--- config.mk ---
export PLATFORM = sky130hd
export DESIGN_NAME = rr_uart_reporter
export DESIGN_NICKNAME = d
export VERILOG_FILES = /design/src/rtl/rr_uart_reporter.sv
export SDC_FILE = /design/constraint.sdc
export NUM_CORES = 1
export LEC_CHECK = 0
export CORE_ASPECT_RATIO = 0.75
export CORE_MARGIN = 2
export CORE_UTILIZATION = 45
export CTS_CLUSTER_DIAMETER = 40
export DETAILED_ROUTE_END_ITERATION = 6
export SYNTH_ARGS = -nofsm -noshare
export SYNTH_HDL_FRONTEND = slang
export SYNTH_SLANG_ARGS = --single-unit
--- constraint.sdc ---
create_clock -name i_clk -period 3.25 [get_ports i_clk]
set_clock_uncertainty 0.15 [all_clocks]
set_input_delay 0.975 -clock i_clk [delete_from_list [all_inputs] [get_ports i_clk]]
set_output_delay 0.975 -clock i_clk [all_outputs]
set_load 0.01 [all_outputs]
--- src/rtl/rr_uart_reporter.sv ---
// rr_uart_reporter: queues RR-period records in a small FIFO and streams each one as a fixed 8N1 UART frame.
// Define RR_TIMESTAMP_EN to append the 24-bit R-peak sample index to every frame (header 0xA6, 6 bytes).
module rr_uart_reporter #(
  parameter int DATA_WIDTH   = 11,
  parameter int CTR_WIDTH    = 22,
  parameter int FIFO_DEPTH   = 8,
  parameter int CLKS_PER_BIT = 868
) (
  input  logic                  i_clk,
  input  logic                  i_nrst,
  input  logic                  i_ce,
  input  logic [DATA_WIDTH-1:0] i_rr_period,
  input  logic                  i_rr_period_updated,
  input  logic [CTR_WIDTH-1:0]  i_r_peak_sample_num,
  input  logic                  i_ovf_clr,
  output logic                  o_tx,
  output logic                  o_busy,
  output logic                  o_overflow
);

`ifdef RR_TIMESTAMP_EN
  localparam int         NBYTES  = 6;
  localparam int         ENTRY_W = 40;
  localparam logic [7:0] HEADER  = 8'hA6;
`else
  localparam int         NBYTES  = 3;
  localparam int         ENTRY_W = 16;
  localparam logic [7:0] HEADER  = 8'hA5;
`endif
  localparam int FRAME_W = NBYTES * 8;
  localparam int PTR_W   = $clog2(FIFO_DEPTH);
  localparam int CNT_W   = $clog2(CLKS_PER_BIT);
  localparam int BYTE_W  = $clog2(NBYTES);

  typedef enum logic [1:0] {IDLE, START, DATA, STOP} state_t;
  state_t state_reg, state_next;

  logic [ENTRY_W-1:0] mem [FIFO_DEPTH];
  logic [PTR_W:0]     wr_ptr_reg, rd_ptr_reg;
  logic [ENTRY_W-1:0] entry_in, entry_head;
  logic [FRAME_W-1:0] frame_reg;
  logic [7:0]         cur_byte;
  logic [CNT_W-1:0]   baud_cnt_reg;
  logic [2:0]         bit_idx_reg;
  logic [BYTE_W-1:0]  byte_idx_reg;
  logic               overflow_reg;
  logic               fifo_empty, fifo_full, push, pop, drop;
  logic               bit_done, last_bit, last_byte;
  logic [15:0]        rr16;

  assign rr16 = 16'(i_rr_period);
`ifdef RR_TIMESTAMP_EN
  logic [23:0] ts24;
  assign ts24     = 24'(i_r_peak_sample_num);
  assign entry_in = {rr16, ts24};
`else
  logic unused_ts;
  assign unused_ts = ^i_r_peak_sample_num;
  assign entry_in  = rr16;
`endif

  assign fifo_empty = (wr_ptr_reg == rd_ptr_reg);
  assign fifo_full  = (wr_ptr_reg[PTR_W] != rd_ptr_reg[PTR_W]) &&
                      (wr_ptr_reg[PTR_W-1:0] == rd_ptr_reg[PTR_W-1:0]);
  assign pop        = i_ce && (state_reg == IDLE) && !fifo_empty;
  // A pop in the same cycle frees a slot, so a full FIFO can still accept.
  assign push       = i_ce && i_rr_period_updated && (!fifo_full || pop);
  assign drop       = i_ce && i_rr_period_updated && fifo_full && !pop;
  assign entry_head = mem[rd_ptr_reg[PTR_W-1:0]];

  assign bit_done  = (baud_cnt_reg == CNT_W'(CLKS_PER_BIT - 1));
  assign last_bit  = (bit_idx_reg == 3'd7);
  assign last_byte = (byte_idx_reg == BYTE_W'(NBYTES - 1));
  assign cur_byte  = frame_reg[FRAME_W-1 -: 8];

  always_ff @(posedge i_clk) begin
    if (push) mem[wr_ptr_reg[PTR_W-1:0]] <= entry_in;
  end

  always_ff @(posedge i_clk or negedge i_nrst) begin
    if (!i_nrst) begin
      wr_ptr_reg   <= '0;
      rd_ptr_reg   <= '0;
      overflow_reg <= 1'b0;
    end else if (i_ce) begin
      if (push) wr_ptr_reg <= wr_ptr_reg + (PTR_W+1)'(1);
      if (pop)  rd_ptr_reg <= rd_ptr_reg + (PTR_W+1)'(1);
      if (drop)           overflow_reg <= 1'b1;
      else if (i_ovf_clr) overflow_reg <= 1'b0;
    end
  end

  always_ff @(posedge i_clk or negedge i_nrst) begin
    if (!i_nrst) state_reg <= IDLE;
    else         state_reg <= state_next;
  end

  always_comb begin
    state_next = state_reg;
    if (i_ce) begin
      case (state_reg)
        IDLE:  if (!fifo_empty) state_next = START;
        START: if (bit_done) state_next = DATA;
        DATA:  if (bit_done && last_bit) state_next = STOP;
        STOP:  if (bit_done) state_next = last_byte ? IDLE : START;
        default: state_next = IDLE;
      endcase
    end
  end

  always_comb begin
    o_tx = 1'b1;
    case (state_reg)
      START:   o_tx = 1'b0;
      DATA:    o_tx = cur_byte[bit_idx_reg];
      default: o_tx = 1'b1;
    endcase
    o_busy     = !fifo_empty || (state_reg != IDLE);
    o_overflow = overflow_reg;
  end

  // Bit/byte sequencing; i_ce=0 freezes everything so the current bit is only stretched.
  always_ff @(posedge i_clk or negedge i_nrst) begin
    if (!i_nrst) begin
      frame_reg    <= '0;
      baud_cnt_reg <= '0;
      bit_idx_reg  <= '0;
      byte_idx_reg <= '0;
    end else if (i_ce) begin
      if (state_reg == IDLE || bit_done) baud_cnt_reg <= '0;
      else                               baud_cnt_reg <= baud_cnt_reg + CNT_W'(1);
      case (state_reg)
        IDLE: if (pop) begin
          frame_reg    <= {HEADER, entry_head};
          byte_idx_reg <= '0;
          bit_idx_reg  <= '0;
        end
        DATA: if (bit_done) bit_idx_reg <= bit_idx_reg + 3'd1;
        STOP: if (bit_done && !last_byte) begin
          byte_idx_reg <= byte_idx_reg + BYTE_W'(1);
          frame_reg    <= frame_reg << 8;
        end
        default: ;
      endcase
    end
  end

endmodule

---- Yosys cells after proc, flatten, opt, wreduce, memory -nomap -nowiden ----
Memories as Yosys holds them, arrays and structs flattened.
Cells that the tools add are included.
operators by class
  reductions and logical operators ........ 27
  $add $sub $neg .......................... 5
  mux-type cells .......................... 23
  equality and inequality tests ........... 16
  order comparisons ....................... 1
operators with widths
  cell                     number
  $mux W24                 2
  $pmux W24 S2             1
  $ne A2 B2 Y1 const B     7
  $mux W2                  6
  $add A10 B1 Y10 const B  1
  $eq A10 B10 Y1 const B   1
  $mux W10                 1
  $logic_and A1 B1 Y1      9
  $add A4 B1 Y4 const B    2
  $pmux W2 S4              1
  $reduce_and A4 Y1        2
  $reduce_bool A2 Y1       4
  $eq A2 B2 Y1 const B     3
  $mux W1                  6
  $mux W3                  2
  $pmux W3 S2              1
  $reduce_and A2 Y1        3
  $reduce_and A5 Y1        1
  $eq A4 B4 Y1             1
  $logic_not A1 Y1         4
  $lt A3 B4 Y1 const B     1
  $pmux W2 S2              1
  $add A3 B1 Y3 const B    1
  $bmux W1 S3              1
  other kinds (8)          10
word-level totals
  register bits ........................... 50
  memories kept ........................... 1
  output and inout port bits .............. 3
  input bits .............................. 38
  bits in writable memories ............... 88
  logic and storage cells ................. 81
memory list
  memory  words  width  read ports  clocked after Yosys merged registers in  write ports  line  source
  mem     8      11     1           0                                        1            38    logic [ENTRY_W-1:0] mem [FIFO_DEPTH];

---- Depth between registers and ports, before layout ----
  depth in word-level cells ............... 7
  depth in mapped cells ................... 9
  mapped depth without buffers ............ 7

---- Least setup slack after synthesis ----
No wires, ideal clock.
  path kind ............................... in2reg
  start ................................... in i_ce
  end ..................................... mem mem[2][0] in the netlist's numbering, enable pin
  slack ................................... 428 ps
  data arrival time ....................... 2277 ps
  setup time .............................. 396 ps
  cell stages on the path ................. 4
  path buffers ............................ 0
  data required time ...................... 2704 ps
  path through ............................ nand2_1 > a21oi_4 > nand2b_1 > nor3b_1
on the way
  word-level cells in the longest chain between the ends .. 6
  elaborated cells on any way between the ends .. 7
  those cells by class .................... mux (2); reduce/logical (5)
ends and longest elaborated chain
  element                            line  source
  start: declaration                 11    input logic i_ce,
  $logic_and A1 B1 Y1 (2 in a row)   65    assign pop = i_ce && (state_reg == IDLE) && !fifo_empty;
  $logic_or A1 B1 Y1                 67    assign push = i_ce && i_rr_period_updated && (!fifo_full || pop);
  $logic_and A1 B1 Y1 (*)            67
  $mux W1 (*)                        77    if (push) mem[wr_ptr_reg[PTR_W-1:0]] <= entry_in;
  $mux W1 (implied by the code) (*)  77
  end: declaration                   38
Mark *: on every way between the ends. The rest lies on a longest branch, timed or not.

---- Worst setup path in the final report ----
  start ................................... reg wr_ptr_reg[2]
  end ..................................... out o_busy
on the way
  word-level cells in the longest chain between the ends .. 3
ends and longest elaborated chain
  element                   line  source
  start: declaration        39    logic [PTR_W:0] wr_ptr_reg, rd_ptr_reg;
  start signal: assignment  86    if (push) wr_ptr_reg <= wr_ptr_reg + (PTR_W+1)'(1);
  $eq A4 B4 Y1              62    assign fifo_empty = (wr_ptr_reg == rd_ptr_reg);
  $logic_not A1 Y1          118   o_busy = !fifo_empty || (state_reg != IDLE);
  $logic_or A1 B1 Y1        118
  end: declaration          17    output logic o_busy,
No other way between the ends.

==> impl_results.md <==
* Outcome: finished clean
* Hold Path Depth at 2
* Relative slew slack at 0.231
* Cell Count, Final, Fillers Out at 597
* Startpoint Class: register
* Critical path startpoint: wr_ptr_reg[2]$_DFFE_PN0P_
* Yosys warnings at 0
* CP top delay family: buffers and inverters
* P_int at 3310 uW
* Comb pwr share at 0.082
* Hold_buf cts at 0
* Critical path class: register to primary output
* Worst-path clk slew at 60 ps
* Worst R2R Start: state_reg[0]$_DFFE_PN0P_
* CTS tree: built
* Die width at about 140 um
* Vias per cell at about 5.4
* Share of cells above drive strength 1 at 0.216
* WP depth at 4
* Die Ht at slightly above 100 um
* Crit-path slowest cell: clkdlybuf4s50_1
* Fin. Hold Viols at 0
* Crit-path cells: xnor2_1, and4_1, nand2_1, clkdlybuf4s50_1
* Mapped Cells at between 300 and 400
* Pwr/cell area at 636 nW/um2
* Largest net degree at the start of global routing at 53
* Port bufs at 18
* Pre-antenna DRT Iters at 4
* Count of flip-flops with a built-in enable after synthesis at 88
* FILL cells at between 1k and 1.5k
* Ys async rst share at 0.362
* Nets at about 460
* Seq pwr share at 0.492
* Crit share post-route at 0.950
* Max-Cap Viols at 0
* GRT overflow at 0
* Most common cell after layout, fill and taps aside: edfxtp_1
* Core ar. at 12900 um2
* R2r worst-path depth at 6
* Antenna diode count at 0
* Worst Path Buf+Inv at 1
* Yosys cell types at 47
* Post-synth design cell area at a little under 6000 um2
* CTS Sinks at around 140
* Clock period minus worst slack at 3090 ps
* Setup tns final at 0 ps
* VDD IR max at roughly 0.00046 V
* Final setup vio count at 0
* CP peak stage delay at roughly 480 ps
* Vias at 3205
* Clock Tree Buf Depth at 2
* Post-DP HPWL at approximately 6.6 mm
* Initial antenna violation count at 0
* Final wirelength at between 10 and 15 mm
* Register area share after synthesis at 0.661
* Clock Latency Late Sink at around 420 ps
* Fraction of power spent switching nets at 0.243
* Area grow syn2layout at 16.5%
* P_leak at 0.00252 uW
* Clk pwr share at 0.426
* Vias in the first global route at 3189
* WP data required at about 2100 ps
* Placed Cells at about 560
* Sw power at between 1000 and 1500 uW
* Per-cell routed wire length at around 18 um
* Largest register FFs at between 80 and 90
* Hold path start: frame_reg[17]$_DFFE_PN0P_
* Mapped Nets at 430
* Fmax at 324 MHz
* CP Capture Type: primary output
* WP data arrival at between 1500 and 2000 ps
* Cell taking the most area after synthesis: edfxtp_1
* Initial Utilization at 0.457
* DRC at 0
* Commonest non-fill, non-tap cells in the layout: edfxtp_1, nand2_1, dfrtp_1
* Synth Flop Type: edfxtp_1
* Worst-path fanout max at 5
* Die ar. at around 14000 um2
* Global-route wire length before repair at roughly 18 mm
* Routability cong. at approximately 0.74
* Yosys top cell area share at 0.449
* Synth area leaders: edfxtp_1, dfrtp_1, mux4_2
* Root Driver: clkbuf_16
* # rows at 36
* FF+latch count, synth at between 100 and 150
* Post-synthesis area per instance at around 15 um2
* RSZ-0062 raised after global routing: false
* H-tree Lvls at 4
* Post-route ant nets at 0
* Pins Over Slew Limit at 0
* I/O pins at 41
* Initial drt markers at 186
* All-Layer GR Usage at 0.177
* HP Class: register to register
* Util after Layout at 0.533
* Worst-Margin Slew at ~1100 ps
* Num CTS Buffers at 17
[kinds of logic (layout without fill, tap and decap cells)]
logic type / Yosys count / count (layout) / share of synthesized area
AO/OA/AOI/OAI: 47 / 47 / 0.0573
AND/OR/NAND/NOR: 105 / 105 / 0.0900
flip-flops: 138 / 138 / 0.661
XOR/XNOR: 18 / 18 / 0.0268
adder cells (fa/ha/maj): 10 / 10 / 0.0212
buffers and inverters: 27 / 71 / 0.0295
multiplexers: 37 / 37 / 0.114
[power groups by stage]
stage	logic, uW	clock network (uW)	registers, uW
2_1_floorplan	258	0	2120
3_3_place_gp	346	0	2170
3_5_place_dp	357	0	2170
4_1_cts	364	1890	2140
5_1_grt	402	1970	2170
6_report	360	1860	2150
[layout make-up]
| cell class | instances | area (um2) | share of cell area |
|---|---|---|---|
| repair buffers | 33 | 287 | 0.0417 |
| multi-input cells | 217 | 1870 | 0.272 |
| clock inverters | 15 | 150 | 0.0219 |
| flip-flops and latches | 138 | 3900 | 0.568 |
| well taps | 171 | 214 | 0.0312 |
| inverters | 6 | 22.5 | 0.00328 |
| clock buffers | 17 | 425 | 0.0620 |
[stage by stage]
stage               instance area (um2)  total power, uW  setup WS (ps)  hold slack (ps)
finish                             6870             4370            164              332
global route                       6870             4540           40.5              348
CTS                                6860             4400           26.0              334
detailed placement                 6260             2530            316              320
global placement                   6260             2510            339              309
floorplan                          5890             2380            428              294
[cells in the mapped netlist (all sizes together), types with 8 or more instances]
master / instances
and3: 9
buf: 16
dfrtp: 50
edfxtp: 88
ha: 10
mux2i: 11
mux4: 24
nand2: 47
nor2: 15
nor2b: 10
o21ai: 21
o31ai: 8
xnor2: 12
[path summary, 6_finish.rpt]
path,end,slack [ps]
min reg2reg,frame_reg[17]$_DFFE_PN0P_,330
max in group asynchronous,bit_idx_reg[0]$_DFFE_PN0P_,1810
min,frame_reg[17]$_DFFE_PN0P_,330
max,o_busy,160
max reg2reg,frame_reg[14]$_DFFE_PN0P_,730
min in group asynchronous,baud_cnt_reg[0]$_DFFE_PN0P_,340
[tightest hold or removal path: stages, from the launching register on]
cell     delay (ps)
dfrtp_1         340
nand2_1          50
o21ai_0          60
[metal layers]
| metal | wire, um | global-route usage | up-vias |
|---|---|---|---|
| li1 | - | - | 1502 |
| met1 | 5300 | 0.256 | 1635 |
| met2 | 4930 | 0.256 | 54 |
| met3 | 479 | 0.0418 | 14 |
| met4 | 161 | 0.0825 | 0 |
| met5 | 0 | 0 | - |
[what timing repair did]
item | CTS | global route
resized for setup | 3 | 3
pin swaps | 0 | 0
buffers inserted | 1 | 0
endpoints found under the setup margin | 2 | 1
(Power assumes the default switching activity.)
==> RTL change (config.mk and constraints unchanged) <==
The option `RR_TIMESTAMP_EN` is turned on by a define.
--- a/src/rtl/rr_uart_reporter.sv
+++ b/src/rtl/rr_uart_reporter.sv
@@ -1,5 +1,7 @@
 // rr_uart_reporter: queues RR-period records in a small FIFO and streams each one as a fixed 8N1 UART frame.
 // Define RR_TIMESTAMP_EN to append the 24-bit R-peak sample index to every frame (header 0xA6, 6 bytes).
+`define RR_TIMESTAMP_EN
+
 module rr_uart_reporter #(
   parameter int DATA_WIDTH   = 11,
   parameter int CTR_WIDTH    = 22,
Formal check against the unedited RTL: same outputs for any inputs over 4 cycles, from zero or initial values and one cycle with i_nrst low; that may be too few to reach the edited logic, so the function may still have changed.
==> RTL change against the unedited design <==
The flow now finishes with violations (DRC); setup slack gained 13 ps; area after synthesis up 130%; combinational power rose by 120%; wire length up 150%; final area increased by 130%; synthesized cell count rose by 91%; power increased by 140%; sequential power is 140% higher; sequential cell count is 201 higher; critical endpoint unchanged; largest cell class unchanged; largest power group unchanged.
==> RTL change: results (changes against the unedited design) <==
The number of instances in the synthesized netlist came to 728 (was 382). The post-route DRC violation count came to 6 (was 0). The number of buffers inserted by port buffering came out at 40 (was 18). The number of distinct library cells after synthesis came to 48 (was 47). The clock-cell share of area was 8.23% (was 8.38%).

The power attributed to the clock group came out at 4.41 mW (was 1.86 mW). The depth of the worst register-to-register path is 4 (was 6). The stage delay of the slowest cell on the critical path came out at 500 ps (was 480 ps). The worst-skew pair later-pin latency was 530 ps (was 420 ps). The layout filler cell count is 2,238 (was 1,077). The via count of the first global-routing pass was 7,187 (was 3,189). The final instance count without filler cells is 1,226 (was 597).

The H-tree depth reported by CTS is 2 (was 4). The layout buffering overhead excluding clock cells is 5.57% (was 4.17%). The final HPWL from detailed placement is 16,600 µm (was 6600 µm).

The number of enable flip-flop cells after synthesis is 264 (was 88). The count of instances resized after the clock tree is built was 9 (was 3). The clock net sink count is 339 (was 138). The total CTS buffers is 39 (was 17). Most frequent cells after synthesis: edfxtp_1 (264), dfrtp_1 (75), nand2_1 (75) (was edfxtp_1 (88), dfrtp_1 (50), nand2_1 (47)). The relative contribution of combinational cells to total power was 7.8% (was 8.2%).

The length of the first detailed-routing pass in iterations was 7 (was 4). The maximum number of pins on one net before global-route repair is 70 (was 53). The placement-stage cell area is 0.0146 mm² (was 0.00626 mm²). The top fanout value on the critical path is 2 (was 5).

The adder and majority gate portion of the synthesized area is 1.03% (was 2.12%). The internal power consumption is 8.05 mW (was 3.31 mW). The global-route usage over all layers is 18.1% (was 17.7%). The met1 track demand over resource in global routing is 26.7% (was 25.6%). The number of flip-flops under the largest register name was 264 (was 88). The core box area is 0.0291 mm² (was 0.0129 mm²). The setup slack of the worst register-to-register path came out at 590 ps (was 730 ps). The kind of cell adding the most delay to the critical path was flip-flops (was buffers and inverters).

The total leakage power is 5.50 nW (was 2.52 nW). The share of final-layout standard cells stronger than drive strength 1 came out at 24.3% (was 21.6%). The layout clock buffer count came out at 53 (was 17). The share of flip-flops with an asynchronous set or reset after synthesis is 22.1% (was 36.2%). The launch point of the worst path is rd_ptr_reg[0] (was wr_ptr_reg[2]).

The average detailed-routed wire length per instance is 21.9 µm (was 18.2 µm). The global-route wire length before repair is 42,500 µm (was 17,800 µm). The final reports fail on DRC. The actual slew at the worst max-slew pin came out at 942 ps (was 1150 ps). The proportion of cell area occupied by registers is 61.5% (was 56.8%).

The maximum count of clock buffers along a single path is 3 (was 2). Main area contributors after synthesis: edfxtp_1 (59%), dfrtp_1 (14%), mux4_2 (11%) (was edfxtp_1 (45%), dfrtp_1 (21%), mux4_2 (9.2%)). The multi-input logic area came out at 0.00342 mm² (was 0.00187 mm²).

Status: finished, violations left (was completed). The highest ir drop seen on vdd came out at 0.000472 V (was 0.000461 V). The routed length on met3 is 1480 µm (was 479 µm).

The area share of xor/xnor cells in the synthesized design is 1.18% (was 2.68%). The post-synthesis net count came out at 777 (was 430). The class of the tightest hold or removal check is input port to async pin (was flip-flop to flip-flop).
## RTL change: cell count changes in the layout (fill, tap and decap cells not counted), moves of 24 or more
cell and change:
o21ai_0 +37, mux4_2 +44, dfrtp_1 +25, clkbuf_16 +24
nand2_1 +28, edfxtp_1 +176
## RTL change: how the worst max path moves through the flow
stage / slack, ps / cells after the start / to
after global placement: 180 / 5 / mem[2][12]
after detailed placement: 150 / 5 / mem[2][6]
after CTS: 140 / 4 / o_tx
after floorplan: -100 / 3 / mem[2][0]
final: 180 / 4 / o_busy
after global routing: 70 / 4 / o_busy
## RTL change: metrics by stage
stage               utilization, %  power, mW  TNS, ps  hold slack, ps  worst slack (ps)
floorplan                        -       5.57    -7180             295              -104
global placement              50.1       5.95        0             312               177
detailed placement            50.1       6.00        0             323               155
CTS                           54.8       10.5        0             336               142
global route                  54.8       10.7        0             361              71.0
finish                        54.8       10.3        0             327               177
